--- config.mk ---
export PLATFORM = sky130hd
export DESIGN_NAME = clock_blink_multi
export DESIGN_NICKNAME = d
export VERILOG_FILES = /design/src/rtl/clock_blink_pkg.sv /design/src/rtl/clock_blink_fast_tick.sv /design/src/rtl/clock_blink_multi.sv
export SDC_FILE = /design/constraint.sdc
export NUM_CORES = 1
export LEC_CHECK = 0
export ABC_AREA = 1
export ABC_CLOCK_PERIOD_IN_PS = 1390
export CORE_MARGIN = 1.5
export CORE_UTILIZATION = 51
export CTS_CLUSTER_SIZE = 40
export DETAILED_ROUTE_END_ITERATION = 10
export PLACE_DENSITY_LB_ADDON = 0.08
export SYNTH_ARGS = -nofsm -noshare
export SYNTH_HDL_FRONTEND = slang
export SYNTH_HIERARCHICAL = 1
export SYNTH_SLANG_ARGS = --single-unit
--- constraint.sdc ---
create_clock -name clk -period 1.39 [get_ports clk]
set_input_delay 0.139 -clock clk [delete_from_list [all_inputs] [get_ports clk]]
set_output_delay 0.139 -clock clk [all_outputs]
set_load 0.005 [all_outputs]
--- src/rtl/clock_blink_pkg.sv ---
// Shared types and divider sizing helpers for the multi-channel blinker.
package clock_blink_pkg;

    typedef enum logic [1:0] {
        BLK_OFF  = 2'd0,
        BLK_ON   = 2'd1,
        BLK_SLOW = 2'd2,
        BLK_FAST = 2'd3
    } blink_mode_t;

    // Number of system clocks between FAST toggles.
    function automatic int fast_div_calc(input int clk_hz, input int toggle_hz);
        return clk_hz / toggle_hz;
    endfunction

    // Counter width needed to hold 0..div-1 (at least one bit).
    function automatic int fast_cnt_width(input int div);
        return ($clog2(div) < 1) ? 1 : $clog2(div);
    endfunction

endpackage

--- src/rtl/clock_blink_fast_tick.sv ---
// Free-running divider; tick flags the cycle the counter holds DIV-1.
module clock_blink_fast_tick
    import clock_blink_pkg::*;
#(
    parameter int DIV = 4
) (
    input  logic clk,
    input  logic rst,
    output logic tick
);

    localparam int W = fast_cnt_width(DIV);
    localparam logic [W-1:0] LAST = W'(DIV - 1);

    logic [W-1:0] cnt;

    // Count 0..DIV-1 and wrap; held at 0 while in reset.
    always_ff @(posedge clk) begin
        if (rst) begin
            cnt <= '0;
        end else if (cnt == LAST) begin
            cnt <= '0;
        end else begin
            cnt <= cnt + 1'b1;
        end
    end

    // Terminal count; the top registers this into fast_tick.
    assign tick = (cnt == LAST);

endmodule

--- src/rtl/clock_blink_multi.sv ---
// Multi-channel blink generator for clock edit fields (OFF/ON/SLOW/FAST + kick).
module clock_blink_multi
    import clock_blink_pkg::*;
#(
    parameter int CLK_HZ         = 50000000,
    parameter int FAST_TOGGLE_HZ = 4,
    parameter int NUM_CH         = 4
) (
    input  logic                  clk,
    input  logic                  rst,
    input  logic                  event_clk1s,
    input  logic [2*NUM_CH-1:0]   mode,
    input  logic [NUM_CH-1:0]     kick,
    output logic [NUM_CH-1:0]     blink,
    output logic                  fast_tick
);

    localparam int FAST_DIV = fast_div_calc(CLK_HZ, FAST_TOGGLE_HZ);

    if ((CLK_HZ % FAST_TOGGLE_HZ) != 0 || FAST_DIV < 2) begin : g_bad_div
        $error("clock_blink_multi: CLK_HZ must be a multiple of FAST_TOGGLE_HZ with ratio >= 2");
    end
    if (NUM_CH < 1 || NUM_CH > 16) begin : g_bad_ch
        $error("clock_blink_multi: NUM_CH must be 1..16");
    end

    logic fast_tc;

    clock_blink_fast_tick #(
        .DIV (FAST_DIV)
    ) u_fast_tick (
        .clk  (clk),
        .rst  (rst),
        .tick (fast_tc)
    );

    // fast_tick is the terminal count delayed by one register stage.
    always_ff @(posedge clk) begin
        if (rst) begin
            fast_tick <= 1'b0;
        end else begin
            fast_tick <= fast_tc;
        end
    end

    for (genvar i = 0; i < NUM_CH; i++) begin : g_ch
        blink_mode_t cur_mode;
        blink_mode_t prev_mode;
        logic        skip;
        logic        phase;
        logic        toggle_ev;

        assign cur_mode  = blink_mode_t'(mode[2*i +: 2]);
        // FAST toggles on the same edge that raises fast_tick.
        assign toggle_ev = (cur_mode == BLK_FAST) ? fast_tc : event_clk1s;
        assign blink[i]  = phase;

        // Per-channel priority: mode forcing, blink entry, kick, skipped toggle, toggle.
        always_ff @(posedge clk) begin
            if (rst) begin
                phase     <= 1'b0;
                skip      <= 1'b0;
                prev_mode <= BLK_OFF;
            end else begin
                prev_mode <= cur_mode;
                case (cur_mode)
                    BLK_OFF: begin
                        phase <= 1'b0;
                        skip  <= 1'b0;
                    end
                    BLK_ON: begin
                        phase <= 1'b1;
                        skip  <= 1'b0;
                    end
                    BLK_SLOW, BLK_FAST: begin
                        if (prev_mode != cur_mode) begin
                            phase <= 1'b1;
                            skip  <= kick[i];
                        end else if (kick[i]) begin
                            phase <= 1'b1;
                            skip  <= 1'b1;
                        end else if (toggle_ev) begin
                            if (skip) begin
                                skip <= 1'b0;
                            end else begin
                                phase <= ~phase;
                            end
                        end
                    end
                endcase
            end
        end
    end

endmodule
======== Word level (Yosys, flattened, before mapping) ========
Cells that the tools add are included.
cells by class
  add/sub/neg operators ................... 1
  multipliers ............................. 0
  divide/modulo/power cells ............... 0
  $lt $le $gt $ge ......................... 0
  eq/ne operators ......................... 25
  shift operators ......................... 0
  muxes and demuxes ....................... 40
  bitwise logic cells ..................... 4
  reduce and logical (&&, ||, !) cells .... 17
operators by type and width
  cell                                           number
  2-to-1 mux 1 bit                               32
  inequality test 4 bit, second input constant   8
  adder 24 x 1 -> 24 bit, second input constant  1
  == test 24 bit, second input constant          1
  OR reduction 2 bit                             9
  == test 2 bit, second input constant           8
  one-hot mux 1 bit (3 select lines)             4
  == test 2 x 1 -> 1 bit, second input constant  4
  zero test 2 bit                                4
  inequality test 2 bit                          4
  one-hot mux 1 bit (2 select lines)             4
  AND reduction 2 bit                            4
  NOT 1 bit                                      4
word-level totals
  bits in registers ....................... 41
  latch bits .............................. 0
  bits in writable memories ............... 0
  memory bits (read-only) ................. 0
  input port bits ......................... 15
  output and inout port bits .............. 5
  word-level logic and storage cells ...... 101
  memories kept ........................... 0

======== Longest topological paths before layout ========
Gate-level depths: netlist of the first run.
  depth in word-level cells ............... 6
  gate-level depth with buffers ........... 13
  gate-level depth less buffers ........... 13

======== Hierarchy ========
Netlist of the first run, hierarchy kept.
by module, submodules not included
  module                 instances  cells an instance  area each (um^2)  seq. area each (um^2)
  clock_blink_fast_tick  1          192                1328.8            480.5
  clock_blink_multi      1          138                913.4             340.3

======== Worst setup path before layout of the first run ========
No wires, ideal clock.
  path kind ............................... reg-to-reg
  start ................................... reg u_fast_tick.cnt[0]
  end ..................................... reg g_ch[3].phase
  library setup time ...................... 0.114 ns
  arrival ................................. 1.415 ns
  data required time ...................... 1.276 ns
  path slack .............................. -0.139 ns
  cell stages (with the launch flop) ...... 11
  buffers on the path ..................... 0
  period minus slack after synthesis ...... 1.529 ns
  path through ............................ dfxtp_1 > ha_1 > nand3_2 > nor3_1 > inv_1 > nand3_1 > nand2_1 > o21ai_2 > nand2_1 > nand2_1 > nor2_2
on the way
  word-level cells in the longest chain between the ends .. 4
RTL lines
  what                                    line                         source
  start: declaration                      clock_blink_fast_tick.sv:15  logic [W-1:0] cnt;
  start signal: assignment                clock_blink_fast_tick.sv:24  cnt <= cnt + 1'b1;
  == test 24 bit                          clock_blink_fast_tick.sv:29  assign tick = (cnt == LAST);
  net fast_tc                             clock_blink_multi.sv:27      logic fast_tc;
  2-to-1 mux 1 bit                        clock_blink_multi.sv:55      assign toggle_ev = (cur_mode == BLK_FAST) ? fast_tc : event_clk1s;
  inequality test 4 bit (no source line)  --
  AND reduction 2 bit (no source line)    --
  end signal: assignment                  clock_blink_multi.sv:86      phase <= ~phase;
  end: declaration                        clock_blink_multi.sv:50      logic phase;
The timed path passes the listed nets, and every way through them passes these cells.
A chain may end at the register's enable or synchronous reset.

======== Final worst setup path of the first run ========
  start ................................... reg u_fast_tick.cnt[14]
  end ..................................... reg g_ch[3].phase
Same word-level chain as after synthesis.

==> impl_metrics.py, run 1 <==
metrics = {
    "cells_and_area": {
        "drive_gt1_share_pct": 37.6,
        "fin_nets": 412,
        "area_delta_synth_final_pct": 41.2,
        "final_area_um2": 3170,
        "diodes": 0,
    },
    "outcome": {
        "violations": "setup timing",
        "status": "complete, but fails checks",
    },
    "route": {
        "drt_pass1_iterations": 5,
        "drt_iter0_markers": 163,
        "avgViaCountPerCell": 5.06,
        "wl_um": 5680,
        "drcViolationCount": 0,
        "post_drt_wl_per_cell_um": 12.7,
        "num_vias": 2256,
        "drtAntennaViolNets": 0,
    },
    "yosys": {
        "synth_most_common_cell": "nand2_1",
        "yosysTopAreaCellShare_pct": 36.6,
        "yosysWarnings": 6,
        "synth_fp_nets": 346,
        "synth_common_cells": "nand2_1 (87), nor2_1 (53), inv_1 (43), dfxtp_1 (41), nand3_1 (24)",
        "synth_area_per_cell_um2": 6.79,
        "ys_seq_area_share_pct": 36.6,
        "synthTopCellsByArea": "dfxtp_1 (37%), nand2_1 (15%), nor2_1 (8.9%)",
        "synth_area_um2": 2240,
        "ys_types": 27,
        "synth_async_sr_flop_share_pct": 0,
        "synthCells": 330,
        "synth_flop_cell": "dfxtp_1",
        "synth_edf_count": 0,
        "yosys_register_bits": 41,
        "synth_area_leader_cell": "dfxtp_1",
    },
    "timing": {
        "slew_violations": 0,
        "hold_slack_ps": 423,
        "period_needed_ps": 1730,
        "max_freq_mhz": 579,
        "setup_viol": 14,
        "final.setup.tns_ps": -2120,
        "fin_crit_sh_pct": 124,
        "tightest_slew_ps": 486,
        "slew_headroom_pct": 67.6,
        "fin_skew_ps": 10.1,
        "setup_slack_ps": -338,
        "hold_viol": 0,
        "rsz0062_at_grt": "yes",
    },
    "clock_tree": {
        "clock_latency_ps": 290,
        "cts_root_buf": "clkbuf_8",
        "clkTransAtPathRegs_ps": 80,
        "cts_hold_buf": 0,
        "cts_buffers": 5,
        "ctsLongestPathBuffers": 2,
        "ctsHtreeMaxLevel": 2,
        "cts.sinks": 41,
        "cts_tree": "built",
    },
    "power": {
        "total_power_w": 0.00230,
        "ir_worst_vdd_mv": 0.715,
        "power_leakage_nw": 1.38,
        "pwr_density_cell_nw_per_um2": 727,
    },
    "worst_setup_path": {
        "rrSetupSlack_ps": -340,
        "cp_slowest_stage_delay_ps": 330,
        "startpoint_type": "flip-flop",
        "worstPathRequired_ps": 1580,
        "path_class": "reg -> reg",
        "critPathMaxFanout": 4,
        "arrival_ps": 1920,
        "cp-end-kind": "flip-flop",
        "cpMostUsedCell": "nor2_2",
        "path_cells": "nor2_2 > nand3_2 > nor2_2 > nand2_2 > nor3_4 > inv_2 > nand3_2 > nand2_2 > o21ai_2 > nand2_1 > nand2_1 > nor2_2",
        "slowest_stage": "dfxtp_2",
    },
    "job": {
        "cap_violations": 0,
    },
    "placed_design": {
        "post-dp-hpwl_um": 3720,
        "post_dp_cell_area_um2": 2700,
        "gp_congestion": 0.824,
        "port_buffers": 19,
    },
    "global_routing": {
        "antenna_found_initial": 0,
        "grt.overflow.total": 0,
        "grt_pass1_vias": 2051,
        "grt_pass1_wl_um": 9180,
        "grt_max_degree": 12,
        "track_usage_pct": 23.5,
    },
    "floorplanning": {
        "io_pins": 20,
        "start_util_pct": 54.5,
        "die_h_um": 69.3,
        "core_um2": 4120,
        "num_rows": 23,
        "dieArea_um2": 4800,
        "die_x_um": 69.3,
    },
    "hold_path": {
        "min_path_type": "in -> reg",
    },
}
==> report_power, final <==
| part | leakage, nW | internal, W | switching, W |
|---|---|---|---|
| logic | 0.989 | 0.000137 | 0.000142 |
| clock network | 0.0443 | 0.000394 | 0.000395 |
| registers | 0.342 | 0.00121 | 0.0000254 |
| total | 1.38 | 0.00174 | 0.000563 |
==> logic make-up after synthesis <==
kind of cell | count (synthesis) | synth area share (%)
AND/OR/NAND/NOR | 200 | 41.5
XOR/XNOR | 15 | 5.86
adder cells (fa/ha/maj) | 1 | 0.558
AO/OA/AOI/OAI | 18 | 4.63
flip-flops | 41 | 36.6
buffers and inverters | 55 | 10.9
==> routing by layer <==
| metal | up-vias | part of all wire, % | wire length [um] | GRT usage [%] |
|---|---|---|---|---|
| li1 | 1140 | - | - | - |
| met1 | 1048 | 45 | 2550 | 31.1 |
| met2 | 62 | 49 | 2810 | 37.9 |
| met3 | 6 | 4.8 | 272 | 4.51 |
| met4 | 0 | 0.81 | 46 | 8.93 |
| met5 | - | 0 | 0 | 0 |
==> state kept, by name, indices dropped and copies added (netlist names) <==
signal and cells:
u_fast_tick/cnt 24, g_ch.prev_mode 8, g_ch.skip 4, fast_tick 1
g_ch.phase 4
==> worst max-delay path, delay by kind of cell (launching register included) <==
family	cells	cell delay (ps)
simple gates	10	1050
flops	1	330
compound gates	1	160
buf+inv	1	100
==> layout make-up <==
cell class                 count  area [um2]
timing repair buffer          63         539
inverter                      48         185
fill                         311         948
tap                           50        62.6
multi-input combinational    237        1460
clock buffer                   7        86.3
sequential                    41         838
==> placed cells by master, fill, tap and decap left out, drive strengths merged, types with 4 or more instances in the layout <==
master,synthesis,routed
nand2,96,99
nor2,66,66
inv,48,48
buf,7,44
dfxtp,41,41
nand3,27,27
clkdlybuf4s50,0,19
xnor2,10,10
a21oi,9,9
o21ai,8,8
clkbuf,0,7
xor2,5,5
nand3b,4,4
==> final timing paths <==
path	cells after the start	to	start
setup reg to reg	12	g_ch[3].phase$_SDFFE_PP0P_	u_fast_tick/cnt[14]$_SDFF_PP0_
hold reg to reg	2	g_ch[1].skip$_SDFFE_PP0P_	g_ch[1].skip$_SDFFE_PP0P_
hold / removal	3	g_ch[0].skip$_SDFFE_PP0P_	kick[0]
setup / recovery	12	g_ch[3].phase$_SDFFE_PP0P_	u_fast_tick/cnt[14]$_SDFF_PP0_
==> repair_timing <==
| action | 4_1_cts | 5_1_grt |
|---|---|---|
| pin swaps | 21 | 38 |
| gates resized for setup | 23 | 53 |
| buffers inserted | 4 | 9 |
| gates cloned | 3 | 0 |
| setup endpoints to repair | 32 | 32 |
==> per-stage QoR <==
stage	worst slack, ps	instances	utilization, %
finish	-338	446	77.0
detailed placement	-253	425	65.5
global route	-489	446	77.0
global placement	-161	425	65.5
floorplan	-73.9	330	-
CTS	-238	439	71.4
No activity file was read; power rests on OpenSTA's default activity.
==> run 2: changes to the inputs <==
--- a/config.mk
+++ b/config.mk
@@ -12,6 +12,7 @@
 export CTS_CLUSTER_SIZE = 40
 export DETAILED_ROUTE_END_ITERATION = 10
 export PLACE_DENSITY_LB_ADDON = 0.08
+export SKIP_LAST_GASP = 1
 export SYNTH_ARGS = -nofsm -noshare
 export SYNTH_HDL_FRONTEND = slang
 export SYNTH_HIERARCHICAL = 1
==> impl_metrics.py, run 2 (synthesis gave the netlist of run 1 again) <==
metrics = {
    "outcome": {
        "status": "complete, but fails checks",
        "violations": "setup timing",
    },
    "global_routing": {
        "grt_pass1_vias": 2051,
        "grt_max_degree": 12,
        "grt.overflow.total": 0,
        "grt_pass1_wl_um": 9180,
        "track_usage_pct": 23.5,
        "antenna_found_initial": 0,
    },
    "route": {
        "drt_iter0_markers": 174,
        "drcViolationCount": 0,
        "post_drt_wl_per_cell_um": 12.8,
        "drtAntennaViolNets": 0,
        "drt_pass1_iterations": 4,
        "wl_um": 5710,
        "avgViaCountPerCell": 5.07,
        "num_vias": 2262,
    },
    "floorplanning": {
        "die_x_um": 69.3,
        "start_util_pct": 54.5,
        "num_rows": 23,
        "io_pins": 20,
        "core_um2": 4120,
        "dieArea_um2": 4800,
        "die_h_um": 69.3,
    },
    "cells_and_area": {
        "area_delta_synth_final_pct": 40.3,
        "diodes": 0,
        "fin_util_pct": 76.5,
        "regMostFlops": "u_fast_tick/cnt",
        "final_common_cell": "nand2_1",
        "fin_nets": 412,
        "fillers": 317,
        "top_regs": "u_fast_tick/cnt (24), g_ch.prev_mode (8)",
        "final_cell_mix": "nand2_1 (73), inv_1 (42), nor2_1 (41), buf_4 (39), dfxtp_1 (27)",
        "drive_gt1_share_pct": 36.1,
        "largest_reg_flops": 24,
    },
    "placed_design": {
        "gp_congestion": 0.824,
        "post-dp-hpwl_um": 3720,
        "port_buffers": 19,
    },
    "timing": {
        "hold_viol": 0,
        "tightest_slew_ps": 482,
        "max_freq_mhz": 581,
        "fin_skew_ps": 11.2,
        "slew_headroom_pct": 67.8,
        "slew_violations": 0,
        "setup_slack_ps": -332,
        "setup_viol": 14,
        "fin_crit_sh_pct": 124,
        "period_needed_ps": 1720,
        "rsz0062_at_grt": "yes",
    },
    "worst_setup_path": {
        "cp-end-kind": "flip-flop",
        "cpMostUsedCell": "nor2_2",
        "path_cells": "nor2_2 > nand3_2 > nor2_2 > nand2_2 > nor3_4 > inv_2 > nand3_2 > nand2_2 > o21ai_2 > nand2_1 > nand2_1 > nor2_2",
        "startpoint_type": "flip-flop",
        "cp_slowest_stage_delay_ps": 330,
        "worstPathRequired_ps": 1580,
        "critPathMaxFanout": 4,
        "slowest_stage": "dfxtp_2",
        "arrival_ps": 1910,
        "path_class": "reg -> reg",
    },
    "clock_tree": {
        "cts_buffers": 5,
        "clkTransAtPathRegs_ps": 80,
        "cts_tree": "built",
        "cts_root_buf": "clkbuf_8",
        "ctsHtreeMaxLevel": 2,
        "cts.sinks": 41,
        "clock_latency_ps": 290,
        "ctsLongestPathBuffers": 2,
    },
    "job": {
        "cap_violations": 0,
    },
    "hold_path": {
        "min_path_type": "in -> reg",
    },
    "power": {
        "pwr_density_cell_nw_per_um2": 731,
        "ir_worst_vdd_mv": 0.721,
        "power_leakage_nw": 1.38,
        "total_power_w": 0.00230,
    },
}
-- run 2: cell count changes in the layout (fill, tap and decap cells not counted) --
cell     previous run  this run
nor2_1             39        41
a21oi_1             3         7
nor2_2             16        14
a21oi_2             6         2
-- run 2: final timing paths --
kind,start,endpoint,slack (ps),depth (start not counted)
worst max-delay path,u_fast_tick/cnt[14]$_SDFF_PP0_,g_ch[3].phase$_SDFFE_PP0P_,-330,12
worst min-delay path,kick[0],g_ch[0].skip$_SDFFE_PP0P_,430,3
worst min register to register,g_ch[1].skip$_SDFFE_PP0P_,g_ch[1].skip$_SDFFE_PP0P_,480,2
worst max register to register,u_fast_tick/cnt[14]$_SDFF_PP0_,g_ch[3].phase$_SDFFE_PP0P_,-330,12
-- run 2: area by class of cell --
cell class                      instances  area, um2  area share [%]
Tap cell                               50       62.6            1.99
Timing Repair Buffer                   63        539            17.1
Inverter                               48        185            5.88
Sequential cell                        41        838            26.6
Multi-Input combinational cell        237       1440            45.6
Clock buffer                            7       86.3            2.74
-- run 2: power breakdown --
part	internal, W	switching, W	leakage [nW]
sequential	0.00121	0.0000252	0.342
combinational	0.000137	0.000140	0.990
clock	0.000394	0.000395	0.0443
total	0.00174	0.000561	1.38
-- run 2: critical path, delay by kind of cell, from the launching register on --
| family | cells | cell delay [ps] |
|---|---|---|
| AOI/OAI and AO/OA | 1 | 160 |
| and+or+nand+nor | 10 | 1050 |
| DFF | 1 | 330 |
| buffers and inverters | 1 | 100 |
-- run 2: repair_timing --
item                       4_1_cts  5_1_grt
buffers inserted                 4        9
pin swaps                       21       38
setup endpoints to repair       32       32
gates resized for setup         22       48
hold buffers                     0        0
gates cloned                     3        0
-- run 2: stage by stage --
stage	cell area [um2]	instances	TNS [ps]	hold slack, ps	worst slack, ps
final	3150	446	-2090	425	-332
after global routing	3150	446	-4720	453	-474
after CTS	2940	439	-1330	414	-238
after detailed placement	2700	425	-2500	473	-253
after global placement	2700	425	-958	465	-161
after floorplan	2260	330	-154	222	-73.9
-- run 2: routing by layer --
metal  up-vias  global-route usage, %  wire length (um)
li1       1141                      -                 -
met1      1058                   31.1              2490
met2        55                   37.9              2890
met3         8                   4.51               274
met4         0                   8.93                53
met5         -                      0                 0
==> run 3: changes to the inputs <==
--- a/config.mk
+++ b/config.mk
@@ -7,8 +7,8 @@
 export LEC_CHECK = 0
 export ABC_AREA = 1
 export ABC_CLOCK_PERIOD_IN_PS = 1390
-export CORE_MARGIN = 1.5
-export CORE_UTILIZATION = 51
+export CORE_UTILIZATION = 54
+export CTS_BUF_LIST = sky130_fd_sc_hd__clkbuf_8
 export CTS_CLUSTER_SIZE = 40
 export DETAILED_ROUTE_END_ITERATION = 10
 export PLACE_DENSITY_LB_ADDON = 0.08
==> impl_metrics.py, run 3 (synthesis gave the netlist of run 1 again) <==
metrics = {
    "outcome": {
        "status": "complete, but fails checks",
        "violations": "setup timing",
    },
    "timing": {
        "fin_skew_ps": 6.35,
        "tightest_slew_ps": 244,
        "slew_violations": 0,
        "period_needed_ps": 1650,
        "setup_viol": 17,
        "rsz0062_at_grt": "yes",
        "slew_headroom_pct": 83.7,
        "hold_viol": 0,
        "fin_crit_sh_pct": 119,
        "max_freq_mhz": 606,
        "setup_slack_ps": -261,
    },
    "clock_tree": {
        "clkTransAtPathRegs_ps": 80,
        "cts.sinks": 41,
        "cts_root_buf": "clkbuf_8",
        "cts_hold_buf": 0,
        "clock_latency_ps": 290,
        "cts_buffers": 5,
        "ctsHtreeMaxLevel": 2,
        "ctsLongestPathBuffers": 2,
        "cts_tree": "built",
    },
    "power": {
        "total_power_w": 0.00230,
        "pwr_density_cell_nw_per_um2": 764,
        "power_leakage_nw": 1.30,
        "combPwrFrac_pct": 12.2,
        "p_int_w": 0.00174,
        "p_sw_w": 0.000557,
        "swShare_pct": 24.2,
        "pwr-share-clk_pct": 34.3,
        "seqPwrFrac_pct": 53.6,
        "ir_worst_vdd_mv": 0.600,
    },
    "floorplanning": {
        "io_pins": 20,
        "dieArea_um2": 4410,
        "start_util_pct": 56.1,
        "die_x_um": 66.4,
        "num_rows": 23,
        "core_um2": 4000,
        "die_h_um": 66.4,
    },
    "global_routing": {
        "grt_pass1_wl_um": 8290,
        "busiest_layer": "met2",
        "grt_max_degree": 13,
        "grt_use_met2_pct": 43.0,
        "grt_pass1_vias": 2031,
        "grt_use_met1_pct": 30.2,
        "gr-usage-met3_pct": 4.66,
        "track_usage_pct": 24.4,
        "grt.overflow.total": 0,
        "antenna_found_initial": 0,
    },
    "cells_and_area": {
        "fin_util_pct": 75.3,
        "final_cell_mix": "nand2_1 (79), nor2_1 (49), inv_1 (42), buf_4 (35), dfxtp_1 (29)",
        "diodes": 0,
        "area_delta_synth_final_pct": 34.3,
        "final_common_cell": "nand2_1",
        "top_regs": "u_fast_tick/cnt (24), g_ch.prev_mode (8)",
        "largest_reg_flops": 24,
        "regMostFlops": "u_fast_tick/cnt",
        "final_area_um2": 3010,
        "fin_nets": 406,
        "instances_no_fill": 440,
        "drive_gt1_share_pct": 30.3,
    },
    "placed_design": {
        "dpl_worst_slack_ps": -219,
        "post-dp-hpwl_um": 3640,
        "port_buffers": 19,
        "post_dp_cell_area_um2": 2740,
        "placed_cells": 427,
        "gp_congestion": 0.896,
    },
    "hold_path": {
        "min_path_type": "in -> reg",
    },
    "route": {
        "drtAntennaViolNets": 0,
        "wl_um": 5120,
        "post_drt_wl_per_cell_um": 11.6,
        "drcViolationCount": 0,
        "avgViaCountPerCell": 4.94,
        "drt_pass1_iterations": 4,
        "drt_iter0_markers": 134,
        "num_vias": 2174,
    },
    "worst_setup_path": {
        "startpoint_type": "flip-flop",
        "cp-end-kind": "flip-flop",
        "critPathMaxFanout": 4,
        "path_class": "reg -> reg",
        "worstPathRequired_ps": 1590,
        "arrival_ps": 1850,
    },
    "job": {
        "cap_violations": 0,
    },
}
run 3: changes by cell type in the layout (fill, tap and decap cells not counted), sizes merged:
cell and change:
buf -4, inv +1, nand2 -3
run 3: worst paths after layout:
check / endpoint / cells after the start / startpoint / slack, ps
setup / recovery: g_ch[3].phase$_SDFFE_PP0P_ / 12 / u_fast_tick/cnt[7]$_SDFF_PP0_ / -260
hold / removal: g_ch[0].skip$_SDFFE_PP0P_ / 3 / kick[0] / 410
setup reg to reg: g_ch[3].phase$_SDFFE_PP0P_ / 12 / u_fast_tick/cnt[7]$_SDFF_PP0_ / -260
hold reg to reg: u_fast_tick/cnt[20]$_SDFF_PP0_ / 2 / u_fast_tick/cnt[20]$_SDFF_PP0_ / 480
run 3: stage by stage:
stage / hold WS [ps] / TNS [ps]
CTS: 407 / -909
floorplan: 222 / -154
detailed placement: 481 / -1230
global route: 413 / -4350
global placement: 458 / -768
finish: 411 / -1520
run 3: layout make-up:
cell class | instances | area (um2)
multi-input combinational | 234 | 1290
fill | 332 | 990
sequential | 41 | 836
timing repair buffer | 60 | 552
inverter | 48 | 180
clock buffer | 6 | 82.6
tap | 50 | 62.6
clock inverter | 1 | 3.75
run 3: power groups by stage:
stage          Combinational, W  Clock, W  Sequential, W
2_1_floorplan          0.000138         0        0.00125
3_3_place_gp           0.000240         0        0.00125
3_5_place_dp           0.000244         0        0.00126
4_1_cts                0.000254  0.000811        0.00123
5_1_grt                0.000309  0.000861        0.00124
6_report               0.000280  0.000788        0.00123
run 3: worst max-delay path: stages, from the launching register on:
cell	delay, ps
dfxtp_1	320
nor2_1	90
nand2_1	100
nor2_2	150
nand2_1	80
nor3_2	220
inv_2	100
nand3_2	80
nand2_2	80
o21ai_2	170
nand2_1	70
nand2_1	70
nor2_2	30
run 3: metal layers:
metal | wire length (um) | vias to the layer above
li1 | - | 1120
met1 | 2410 | 1007
met2 | 2480 | 39
met3 | 164 | 8
met4 | 64 | 0
met5 | 0 | -
run 3: what timing repair did:
| action | in CTS | in global routing |
|---|---|---|
| pin swaps | 10 | 17 |
| endpoints found under the hold margin | 0 | 0 |
| setup endpoints to repair | 16 | 32 |
| gates resized for setup | 13 | 26 |
| setup buffers | 1 | 4 |
| cloned | 0 | 1 |
